## config.mk

```make
export PLATFORM = sky130hd
export DESIGN_NAME = alu_arbiter_ctrl
export DESIGN_NICKNAME = d
export VERILOG_FILES = /design/src/rtl/alu_ctrl_pkg.sv /design/src/rtl/arithmetic_logic_unit.sv /design/src/rtl/rr_arbiter2.sv /design/src/rtl/alu_arbiter_ctrl.sv
export SDC_FILE = /design/constraint.sdc
export NUM_CORES = 1
export LEC_CHECK = 0
export CAP_MARGIN = 10
export CORE_MARGIN = 4
export CORE_UTILIZATION = 55
export CTS_BUF_LIST = sky130_fd_sc_hd__clkbuf_2
export DETAILED_ROUTE_END_ITERATION = 10
export HOLD_SLACK_MARGIN = 0.02
export PLACE_DENSITY = 0.91
export SLEW_MARGIN = 20
export SYNTH_ARGS = -nofsm -noshare
export SYNTH_HDL_FRONTEND = slang
export SYNTH_SLANG_ARGS = --single-unit
export TNS_END_PERCENT = 10
```

## constraint.sdc

```tcl
create_clock -name clk -period 7.6 [get_ports clk]
set_input_delay 0.76 -clock clk [delete_from_list [all_inputs] [get_ports clk]]
set_output_delay 0.76 -clock clk [all_outputs]
set_load 0.005 [all_outputs]
```

## src/rtl/alu_ctrl_pkg.sv

```systemverilog
// alu_ctrl_pkg: opcodes, flag bit positions, FSM encoding and opcode helpers
// shared by the ALU arbiter/controller and its ALU.
package alu_ctrl_pkg;

  // Opcode map. 0x08-0x0B are flag-only forms of AND/EOR/SUB/ADD,
  // 0x10-0x12 are address calculations that never touch the flags.
  localparam logic [4:0] OP_AND  = 5'h00;
  localparam logic [4:0] OP_EOR  = 5'h01;
  localparam logic [4:0] OP_SUB  = 5'h02;
  localparam logic [4:0] OP_RSB  = 5'h03;
  localparam logic [4:0] OP_ADD  = 5'h04;
  localparam logic [4:0] OP_ADC  = 5'h05;
  localparam logic [4:0] OP_SBC  = 5'h06;
  localparam logic [4:0] OP_RSC  = 5'h07;
  localparam logic [4:0] OP_TST  = 5'h08;
  localparam logic [4:0] OP_TEQ  = 5'h09;
  localparam logic [4:0] OP_CMP  = 5'h0A;
  localparam logic [4:0] OP_CMN  = 5'h0B;
  localparam logic [4:0] OP_ORR  = 5'h0C;
  localparam logic [4:0] OP_MOV  = 5'h0D;
  localparam logic [4:0] OP_BIC  = 5'h0E;
  localparam logic [4:0] OP_MVN  = 5'h0F;
  localparam logic [4:0] OP_AADD = 5'h10;
  localparam logic [4:0] OP_ASUB = 5'h11;
  localparam logic [4:0] OP_AIDX = 5'h12;

  localparam logic [4:0] OP_LAST_LEGAL = 5'h12;

  // Bit positions inside the {N,Z,C,V} flag register
  localparam int FLAG_N = 3;
  localparam int FLAG_Z = 2;
  localparam int FLAG_C = 1;
  localparam int FLAG_V = 0;

  typedef enum logic [1:0] {
    ST_IDLE = 2'd0,
    ST_EXEC = 2'd1,
    ST_RESP = 2'd2
  } state_t;

  // Control part of a latched request; operands are held separately
  typedef struct packed {
    logic [4:0] op;
    logic       s;
    logic       id;
  } req_t;

  // Test/compare forms execute as their plain ALU counterpart
  function automatic logic [4:0] remap_op(input logic [4:0] op);
    logic [4:0] r;
    r = op;
    case (op)
      OP_TST:  r = OP_AND;
      OP_TEQ:  r = OP_EOR;
      OP_CMP:  r = OP_SUB;
      OP_CMN:  r = OP_ADD;
      default: r = op;
    endcase
    return r;
  endfunction

  function automatic logic is_cmp_op(input logic [4:0] op);
    return (op >= OP_TST) && (op <= OP_CMN);
  endfunction

  // Applied to the remapped opcode, so CMP/CMN are covered as SUB/ADD
  function automatic logic is_arith_op(input logic [4:0] op);
    return (op >= OP_SUB) && (op <= OP_RSC);
  endfunction

endpackage

```

## src/rtl/arithmetic_logic_unit.sv

```systemverilog
// arithmetic_logic_unit: combinational 5-bit-opcode ALU. One shared adder
// serves every arithmetic and address op; logic/move ops pass Cin to cout.
module arithmetic_logic_unit
  import alu_ctrl_pkg::*;
#(
  parameter int DATA_W = 32
) (
  input  logic [4:0]        op,
  input  logic [DATA_W-1:0] a,
  input  logic [DATA_W-1:0] b,
  input  logic              cin,
  output logic [DATA_W-1:0] result,
  output logic              cout,
  output logic              vout,
  output logic              zero
);

  logic [DATA_W-1:0] add_x, add_y, logic_res;
  logic              add_ci, use_sum;
  logic [DATA_W:0]   sum;

  // Operand selection for the adder and the logic-op result
  always_comb begin
    add_x     = a;
    add_y     = b;
    add_ci    = 1'b0;
    use_sum   = 1'b0;
    logic_res = '0;
    case (op)
      OP_AND:  logic_res = a & b;
      OP_EOR:  logic_res = a ^ b;
      OP_SUB:  begin add_y = ~b; add_ci = 1'b1; use_sum = 1'b1; end
      OP_RSB:  begin add_x = b; add_y = ~a; add_ci = 1'b1; use_sum = 1'b1; end
      OP_ADD:  use_sum = 1'b1;
      OP_ADC:  begin add_ci = cin; use_sum = 1'b1; end
      OP_SBC:  begin add_y = ~b; add_ci = cin; use_sum = 1'b1; end
      OP_RSC:  begin add_x = b; add_y = ~a; add_ci = cin; use_sum = 1'b1; end
      OP_ORR:  logic_res = a | b;
      OP_MOV:  logic_res = b;
      OP_BIC:  logic_res = a & ~b;
      OP_MVN:  logic_res = ~b;
      OP_AADD: use_sum = 1'b1;
      OP_ASUB: begin add_y = ~b; add_ci = 1'b1; use_sum = 1'b1; end
      OP_AIDX: begin add_y = b << 2; use_sum = 1'b1; end
      default: logic_res = '0;
    endcase
  end

  assign sum    = {1'b0, add_x} + {1'b0, add_y} + {{DATA_W{1'b0}}, add_ci};
  assign result = use_sum ? sum[DATA_W-1:0] : logic_res;
  assign cout   = use_sum ? sum[DATA_W] : cin;
  assign vout   = use_sum &&
                  (add_x[DATA_W-1] == add_y[DATA_W-1]) &&
                  (sum[DATA_W-1] != add_x[DATA_W-1]);
  assign zero   = (result == '0);

endmodule

```

## src/rtl/rr_arbiter2.sv

```systemverilog
// rr_arbiter2: 2-way round-robin grant. On a tie the requester not served
// last wins; the pointer only moves when a grant is actually taken.
module rr_arbiter2 (
  input  logic       clk,
  input  logic       rst_n,
  input  logic [1:0] req,
  input  logic       adv,
  output logic [1:0] gnt
);

  logic last;

  // One-hot grant; a single requester always wins outright
  always_comb begin
    gnt = req;
    if (req == 2'b11) gnt = last ? 2'b01 : 2'b10;
  end

  // Last-served pointer; starts at 1 so requester 0 wins the first tie
  always_ff @(posedge clk or negedge rst_n) begin
    if (!rst_n)   last <= 1'b1;
    else if (adv) last <= gnt[1];
  end

endmodule

```

## src/rtl/alu_arbiter_ctrl.sv

```systemverilog
// alu_arbiter_ctrl: shares one ALU between two requesters. Each op runs
// IDLE -> EXEC -> RESP; the block owns the NZCV register and feeds C back
// as ALU carry-in. Define ALU_ARB_PERF_EN to add per-requester accept
// counters (perf_cnt0/perf_cnt1, saturating at 0xFFFF).
module alu_arbiter_ctrl
  import alu_ctrl_pkg::*;
#(
  parameter int DATA_W = 32
) (
  input  logic              clk,
  input  logic              rst_n,
  input  logic              req0_valid,
  output logic              req0_ready,
  input  logic [4:0]        req0_op,
  input  logic [DATA_W-1:0] req0_a,
  input  logic [DATA_W-1:0] req0_b,
  input  logic              req0_s,
  input  logic              req1_valid,
  output logic              req1_ready,
  input  logic [4:0]        req1_op,
  input  logic [DATA_W-1:0] req1_a,
  input  logic [DATA_W-1:0] req1_b,
  input  logic              req1_s,
  output logic              rsp_valid,
  input  logic              rsp_ready,
  output logic              rsp_id,
  output logic [DATA_W-1:0] rsp_data,
  output logic              rsp_wb,
  output logic              rsp_err,
  output logic [3:0]        flags
`ifdef ALU_ARB_PERF_EN
  ,
  output logic [15:0]       perf_cnt0,
  output logic [15:0]       perf_cnt1
`endif
);

  state_t            state, state_nxt;
  logic [1:0]        req_vld, gnt;
  logic              idle_live, accept;
  req_t              cur;
  logic [DATA_W-1:0] cur_a, cur_b;

  logic [4:0]        exe_op;
  logic              exe_err, exe_wb, flag_upd;
  logic [DATA_W-1:0] alu_res, exe_data;
  logic              alu_cout, alu_v, alu_zero_unused;
  logic [3:0]        flags_nxt;

  assign req_vld = {req1_valid, req0_valid};

  rr_arbiter2 u_arb (
    .clk   (clk),
    .rst_n (rst_n),
    .req   (req_vld),
    .adv   (accept),
    .gnt   (gnt)
  );

  // Ready is held low while reset is asserted, even though state is IDLE
  assign idle_live  = (state == ST_IDLE) && rst_n;
  assign req0_ready = idle_live && gnt[0];
  assign req1_ready = idle_live && gnt[1];
  assign accept     = req0_ready || req1_ready;
  assign rsp_valid  = (state == ST_RESP);

  // FSM state register
  always_ff @(posedge clk or negedge rst_n) begin
    if (!rst_n) state <= ST_IDLE;
    else        state <= state_nxt;
  end

  // FSM next state: EXEC is always exactly one cycle
  always_comb begin
    state_nxt = state;
    case (state)
      ST_IDLE: if (accept) state_nxt = ST_EXEC;
      ST_EXEC: state_nxt = ST_RESP;
      ST_RESP: if (rsp_ready) state_nxt = ST_IDLE;
      default: state_nxt = ST_IDLE;
    endcase
  end

  // Latch the granted request on the handshake
  always_ff @(posedge clk or negedge rst_n) begin
    if (!rst_n) begin
      cur   <= '0;
      cur_a <= '0;
      cur_b <= '0;
    end else if (accept) begin
      if (gnt[1]) begin
        cur   <= '{op: req1_op, s: req1_s, id: 1'b1};
        cur_a <= req1_a;
        cur_b <= req1_b;
      end else begin
        cur   <= '{op: req0_op, s: req0_s, id: 1'b0};
        cur_a <= req0_a;
        cur_b <= req0_b;
      end
    end
  end

  assign exe_op = remap_op(cur.op);

  arithmetic_logic_unit #(.DATA_W(DATA_W)) u_alu (
    .op     (exe_op),
    .a      (cur_a),
    .b      (cur_b),
    .cin    (flags[FLAG_C]),
    .result (alu_res),
    .cout   (alu_cout),
    .vout   (alu_v),
    .zero   (alu_zero_unused)
  );

  // Result/flag decode for the op in EXEC. Z is derived here rather than
  // taken from the ALU so it is always the same comparison as N's source.
  always_comb begin
    exe_err   = (cur.op > OP_LAST_LEGAL);
    exe_wb    = !exe_err && !is_cmp_op(cur.op);
    exe_data  = exe_err ? '0 : alu_res;
    flag_upd  = (state == ST_EXEC) && cur.s && !exe_err && (cur.op <= OP_MVN);
    flags_nxt = flags;
    if (flag_upd) begin
      flags_nxt[FLAG_N] = alu_res[DATA_W-1];
      flags_nxt[FLAG_Z] = (alu_res == '0);
      flags_nxt[FLAG_C] = alu_cout;
      if (is_arith_op(exe_op)) flags_nxt[FLAG_V] = alu_v;
    end
  end

  // Response and flag registers, loaded at the end of EXEC and then held
  always_ff @(posedge clk or negedge rst_n) begin
    if (!rst_n) begin
      rsp_id   <= 1'b0;
      rsp_data <= '0;
      rsp_wb   <= 1'b0;
      rsp_err  <= 1'b0;
      flags    <= 4'b0000;
    end else if (state == ST_EXEC) begin
      rsp_id   <= cur.id;
      rsp_data <= exe_data;
      rsp_wb   <= exe_wb;
      rsp_err  <= exe_err;
      flags    <= flags_nxt;
    end
  end

`ifdef ALU_ARB_PERF_EN
  // Saturating per-requester accept counters
  always_ff @(posedge clk or negedge rst_n) begin
    if (!rst_n) begin
      perf_cnt0 <= '0;
      perf_cnt1 <= '0;
    end else begin
      if (req0_ready && perf_cnt0 != 16'hFFFF) perf_cnt0 <= perf_cnt0 + 16'd1;
      if (req1_ready && perf_cnt1 != 16'hFFFF) perf_cnt1 <= perf_cnt1 + 16'd1;
    end
  end
`endif

endmodule
```

**After elaboration in Yosys (flattened, before gate mapping)**

Cells that the tools add are included.

- Output and inout bits: 42
- Word-level logic and storage cells: 95
- Bits in registers: 113
- Bits of input ports: 145

- Bitwise logic cells: 6
- Add/subtract/negate cells: 2
- Magnitude comparators: 6
- Reduce and logical (&&, ||, !) cells: 26
- Muxes and demuxes: 16
- Equality and inequality tests: 25

Operators with widths:

| operator | count |
|---|---|
| $pmux W32 S6 | 1 |
| $mux W32 | 5 |
| $pmux W32 S3 | 1 |
| $and A32 B32 Y32 | 2 |
| $not A32 Y32 | 2 |
| $eq A5 B4 Y1 const B | 8 |
| $add A32 B32 Y33 | 1 |
| $add A33 B1 Y33 | 1 |
| $logic_not A32 Y1 | 1 |
| $or A32 B32 Y32 | 1 |
| $xor A32 B32 Y32 | 1 |
| $eq A5 B3 Y1 const B | 4 |
| $pmux W5 S4 | 1 |
| $eq A5 B5 Y1 const B | 3 |
| $logic_and A1 B1 Y1 | 11 |
| $eq A5 B2 Y1 const B | 2 |
| $le A5 B4 Y1 const B | 2 |
| $reduce_or A3 Y1 | 3 |
| $reduce_or A9 Y1 | 1 |
| $mux W2 | 4 |
| $mux W7 | 1 |
| $pmux W2 S3 | 1 |
| $reduce_and A3 Y1 | 2 |
| $eq A5 B1 Y1 const B | 1 |
| 18 further kinds | 21 |

**Longest topological paths before layout**

- Depth after elaboration: 9
- Mapped depth: 21
- Gate-level depth less buffers: 18

**Modules after synthesis**

Synthesis repeated with hierarchy kept, for this count alone.

- Cells, all modules: 1,264
- Area, all modules: 10,984.3 um2

By module, submodules not included:

| module | instances | area each (um2) | cells each | sequential area each (um2) |
|---|---|---|---|---|
| arithmetic_logic_unit | 1 | 5,471.5 | 909 | 0.0 |
| alu_arbiter_ctrl | 1 | 5,449.0 | 350 | 2,802.7 |
| rr_arbiter2 | 1 | 63.8 | 5 | 26.3 |

**Worst setup path before layout**

OpenSTA, ideal clock, no wires.

- Path kind: reg2reg
- Start: register cur[2] in the netlist's numbering
- End: register flags[2]
- Path buffers: 4
- Setup time: 95 ps
- Required time: 7,505 ps
- Cell stages (with the launch flop): 20
- Data arrival time: 4,733 ps
- Period minus slack after synthesis: 4,828 ps
- Path slack: 2,772 ps
- Cell sequence: dfrtp_1 > buf_4 > buf_4 > buf_2 > a32oi_1 > nor3b_1 > clkbuf_1 > a21oi_1 > fa_1 > fa_1 > nand2b_1 > a21oi_2 > o21ai_2 > a211o_1 > a21boi_1 > o31ai_2 > xnor2_1 > a2111oi_2 > nand4b_1 > o32ai_2

- Word-level cells in the longest chain between the ends: 9
- Elaborated cells on any way between the ends: 40
- Those cells by class: add/sub (2); order compare (2); eq/ne (18); mux (7); reduce/logical (11)

Ends and longest elaborated chain:

| what | RTL line | source |
|---|---|---|
| start, declared | alu_arbiter_ctrl.sv:41 | `req_t cur;` |
| start signal, assigned | alu_arbiter_ctrl.sv:92 | `cur <= '{op: req1_op, s: req1_s, id: 1'b1};` |
| start signal, assigned | alu_arbiter_ctrl.sv:96 | `cur <= '{op: req0_op, s: req0_s, id: 1'b0};` |
| $eq A5 B4 Y1 | alu_ctrl_pkg.sv:52 | `case (op)` |
| $pmux W5 S4 | alu_ctrl_pkg.sv:52 |  |
| $eq A5 B2 Y1 (tied with other cells) | arithmetic_logic_unit.sv:29 | `case (op)` |
| $reduce_or A3 Y1 (no source line) / $reduce_or A2 Y1 (equally long branches) | n/a |  |
| $pmux W32 S3 / $mux W32 (equally long branches) | arithmetic_logic_unit.sv:29 |  |
| $add A32 B32 Y33 | arithmetic_logic_unit.sv:49 | `assign sum = {1'b0, add_x} + {1'b0, add_y} + {{DATA_W{1'b0}}, add_ci};` |
| $add A33 B1 Y33 | arithmetic_logic_unit.sv:49 |  |
| $mux W32 | arithmetic_logic_unit.sv:50 | `assign result = use_sum ? sum[DATA_W-1:0] : logic_res;` |
| $logic_not A32 Y1 | n/a |  |
| end signal, assigned | alu_arbiter_ctrl.sv:145 | `flags <= flags_nxt;` |
| end, declared | alu_arbiter_ctrl.sv:30 | `output logic [3:0] flags` |

Several ways; a longest one is shown, not always the timed one.
A chain may end at the register's enable or synchronous reset.

**Worst setup path in the final report**

- Start: register cur[3] in the netlist's numbering
- End: register flags[2]

Same word-level chain as after synthesis.

==> flow_summary_export.csv <==
group,metric,value,unit
power_and_ir_drop,p_leak,0.00525,µW
final_layout,drive_gt1_frac,0.0647,
worst_hold_path,hp-class,"in2async",
route,drt_iter0_drc,1435,
sta,setup_viol,0,
synthesis,synth_edf_count,0,
die,ios,187,
synthesis,ys_warn_count,0,
clock_tree,cts_inserted_buffers,17,
route,postRouteAntennaNets,0,
die,rows,50,
sta,maxSlewHeadroom,0.332,
sta,post-route-period-util,0.770,
clock_tree,post_cts_buffers,0,
final_layout,fillers,1531,
synthesis,ys_seq_elements,113,
flow_run,maxCapViolCount,0,
die,die_width,146,µm
die,die_area,0.0212,mm²
synthesis,synth_area,0.0104,mm²
final_layout,stdcell_count,1687,
setup_path,crit_chain,"nor2_1 -> a32oi_2 -> buf_4 -> nor3b_2 -> buf_4 -> a21oi_1 -> fa_1 -> fa_1 -> nand2b_1 -> a21oi_2 -> o21ai_2 -> a211o_1 -> a21boi_1 -> o31ai_2 -> xnor2_1 -> a2111oi_2 -> nand4b_1 -> o32ai_2",
setup_path,end_kind,"flip-flop",
sta,skew,30.1,ps
synthesis,syn_nets,1547,
run_status,status,"finished, final reports clean",
clock_tree,cts_root_buffer,"clkbuf_2",
synthesis,synth-async-reset-ratio,1.00,
route,vias_per_cell,6.29,
final_layout,syn_to_final_growth,19.2,%
setup_path,arrival,6440,ps
synthesis,ys.flop_type,"dfrtp_1",
final_layout,final_nets,1650,
power_and_ir_drop,ir_drop,0.210,mV
synthesis,syn_inst,1337,
clock_tree,ctsHoldBuffers,0,
clock_tree,path_clk_slew,190,ps
route,drc_errors,0,
setup_path,cp-start-kind,"flip-flop",
synthesis,synth.avg_cell_area,7.81,µm²
clock_tree,post_cts_resized,0,
setup_path,max_stage_delay,1030,ps
setup_path,required,8180,ps
route,vias,10600,
synthesis,yosysSeqAreaShare,0.271,
placement,routabilityCongestion,0.971,
route,wirelength,32100,µm
sta,slew_viol_final,0,
placement,place_inst,1655,
setup_path,crit_slowest_cell,"dfrtp_1",
grt,track_usage,0.293,
synthesis,synthDistinctLibCells,93,
route,post_drt_wl_per_cell,19.0,µm
die,core,0.0187,mm²
placement,hpwlAfterDp,24900,µm
clock_tree,clkLatencyLatePin,680,ps
clock_tree,cts_tree,"done",
die,die_h,146,µm
sta,rsz0062_at_grt,"false",
clock_tree,ctsHtreeMaxLevel,4,
clock_tree,cts_buffer_depth,2,
grt,grt_overflow,0,
power_and_ir_drop,powerDensity,535,mW/mm²
sta,fmax,0.171,GHz
final_layout,layout_commonest_cell,"nand2_1",
grt,antenna_found_initial,1,
die,start_util,0.558,
route,drt_pass1_iterations,9,
setup_path,r2r_setup_slack,1750,ps
sta,tightest_slew,1000,ps
setup_path,worstPathMaxFanout,33,
grt,grt_pass1_vias,9788,
clock_tree,clkSinkCount,113,
setup_path,path_class,"reg2reg",
final_layout,final_cell_mix,"nand2_1 (212), clkdlybuf4s50_1 (185), o21ai_0 (160)",
grt,grt_max_degree,121,
grt,grt_pass1_wl,50900,µm
sta,finalCriticalPeriod,5850,ps
placement,io_buffers,186,
sta,hold_violations,0,
sta,tns,0,ps
==> state kept, by name, indices dropped and copies added (netlist names) <==
signal and flops:
cur_a 32, cur_b 32, rsp_data 32, cur 7
flags 4, state 2, rsp_err 1, rsp_id 1
rsp_wb 1, u_arb.last 1
==> worst max-delay path, delay by kind of cell, from the launching register on <==
family,cells,cell delay [ps]
flops,1,1030
fa+ha+maj,2,910
simple gates,4,900
buf+inv,2,710
xor+xnor,1,170
compound gates,9,2010
==> cells in the mapped netlist (6+ instances only) <==
cell type | number | area [µm²]
buf_1 | 7 | 26.3
clkbuf_1 | 74 | 278
a211oi_1 | 22 | 165
a22oi_1 | 31 | 233
or3_1 | 8 | 50.1
o22ai_1 | 8 | 50.1
o32ai_1 | 6 | 52.6
inv_1 | 85 | 319
o221ai_1 | 6 | 52.6
nand2_1 | 212 | 796
buf_2 | 16 | 80.1
nand4_1 | 8 | 50.1
nor3b_1 | 6 | 45.0
nor2_1 | 62 | 233
buf_6 | 9 | 101
buf_4 | 9 | 67.6
a22o_1 | 12 | 105
o211ai_1 | 41 | 308
o21ai_0 | 160 | 801
nor3_1 | 17 | 85.1
ha_1 | 63 | 788
mux2i_1 | 75 | 751
dfrtp_1 | 112 | 2800
xor2_1 | 9 | 78.8
nand3_1 | 14 | 70.1
a21oi_1 | 87 | 435
xnor2_1 | 13 | 114
nand2b_1 | 19 | 119
a21o_1 | 18 | 135
==> cell type report <==
| cell class | count | area, µm² | share of cell area |
|---|---|---|---|
| diodes | 1 | 2.50 | 0.000201 |
| clock buffers | 18 | 90.1 | 0.00724 |
| clock inverters | 13 | 169 | 0.0136 |
| inverters | 86 | 323 | 0.0259 |
| multi-input cells | 1023 | 6780 | 0.545 |
| flip-flops and latches | 113 | 2830 | 0.227 |
| well taps | 234 | 293 | 0.0235 |
| repair buffers | 199 | 1960 | 0.157 |
==> cell families (layout without fill, tap and decap cells) <==
kind of cell | Yosys count | count (layout) | synth area share
multiplexers | 75 | 75 | 0.0719
XOR/XNOR | 22 | 22 | 0.0185
other | 0 | 1 | 0
AND/OR/NAND/NOR | 390 | 390 | 0.177
flip-flops | 113 | 113 | 0.271
buffers and inverters | 201 | 316 | 0.0839
AO/OA/AOI/OAI | 471 | 471 | 0.298
adder cells (fa/ha/maj) | 65 | 65 | 0.0794
==> report_power, final <==
group | switching (µW) | leakage, µW | internal, µW
Sequential | 472 | 0.00142 | 861
Clock | 241 | 0.000148 | 210
Combinational | 2940 | 0.00369 | 1930
==> metal layers <==
layer / vias up / global-route usage / part of all wire
met2: 606 / 0.451 / 0.44
met3: 43 / 0.0551 / 0.10
met1: 4954 / 0.422 / 0.44
met5: - / 0 / 0
li1: 5011 / - / -
met4: 0 / 0.0831 / 0.018
==> per-stage QoR <==
stage	total power, µW	cell area [µm²]	setup slack, ps	util	hold slack, ps
after floorplan	4790	10400	2770	-	442
after global placement	5950	12200	2080	0.651	463
after detailed placement	6060	12200	1940	0.651	472
after CTS	6550	12400	1860	0.665	80.8
after global routing	7200	12400	1310	0.665	109
final	6660	12400	1750	0.665	103
==> path summary, 6_finish.rpt <==
path	from	endpoint	depth (start not counted)
min reg2reg	rsp_data[3]	rsp_data[3]	2
min	rst_n	cur_a[3]	1
min in group clk	rsp_data[3]	rsp_data[3]	2
max in group asynchronous	rst_n	rsp_data[19]	2
max	cur[3]	flags[2]	18
max reg2reg	cur[3]	flags[2]	18
Power figures use the tool's default switching activity.
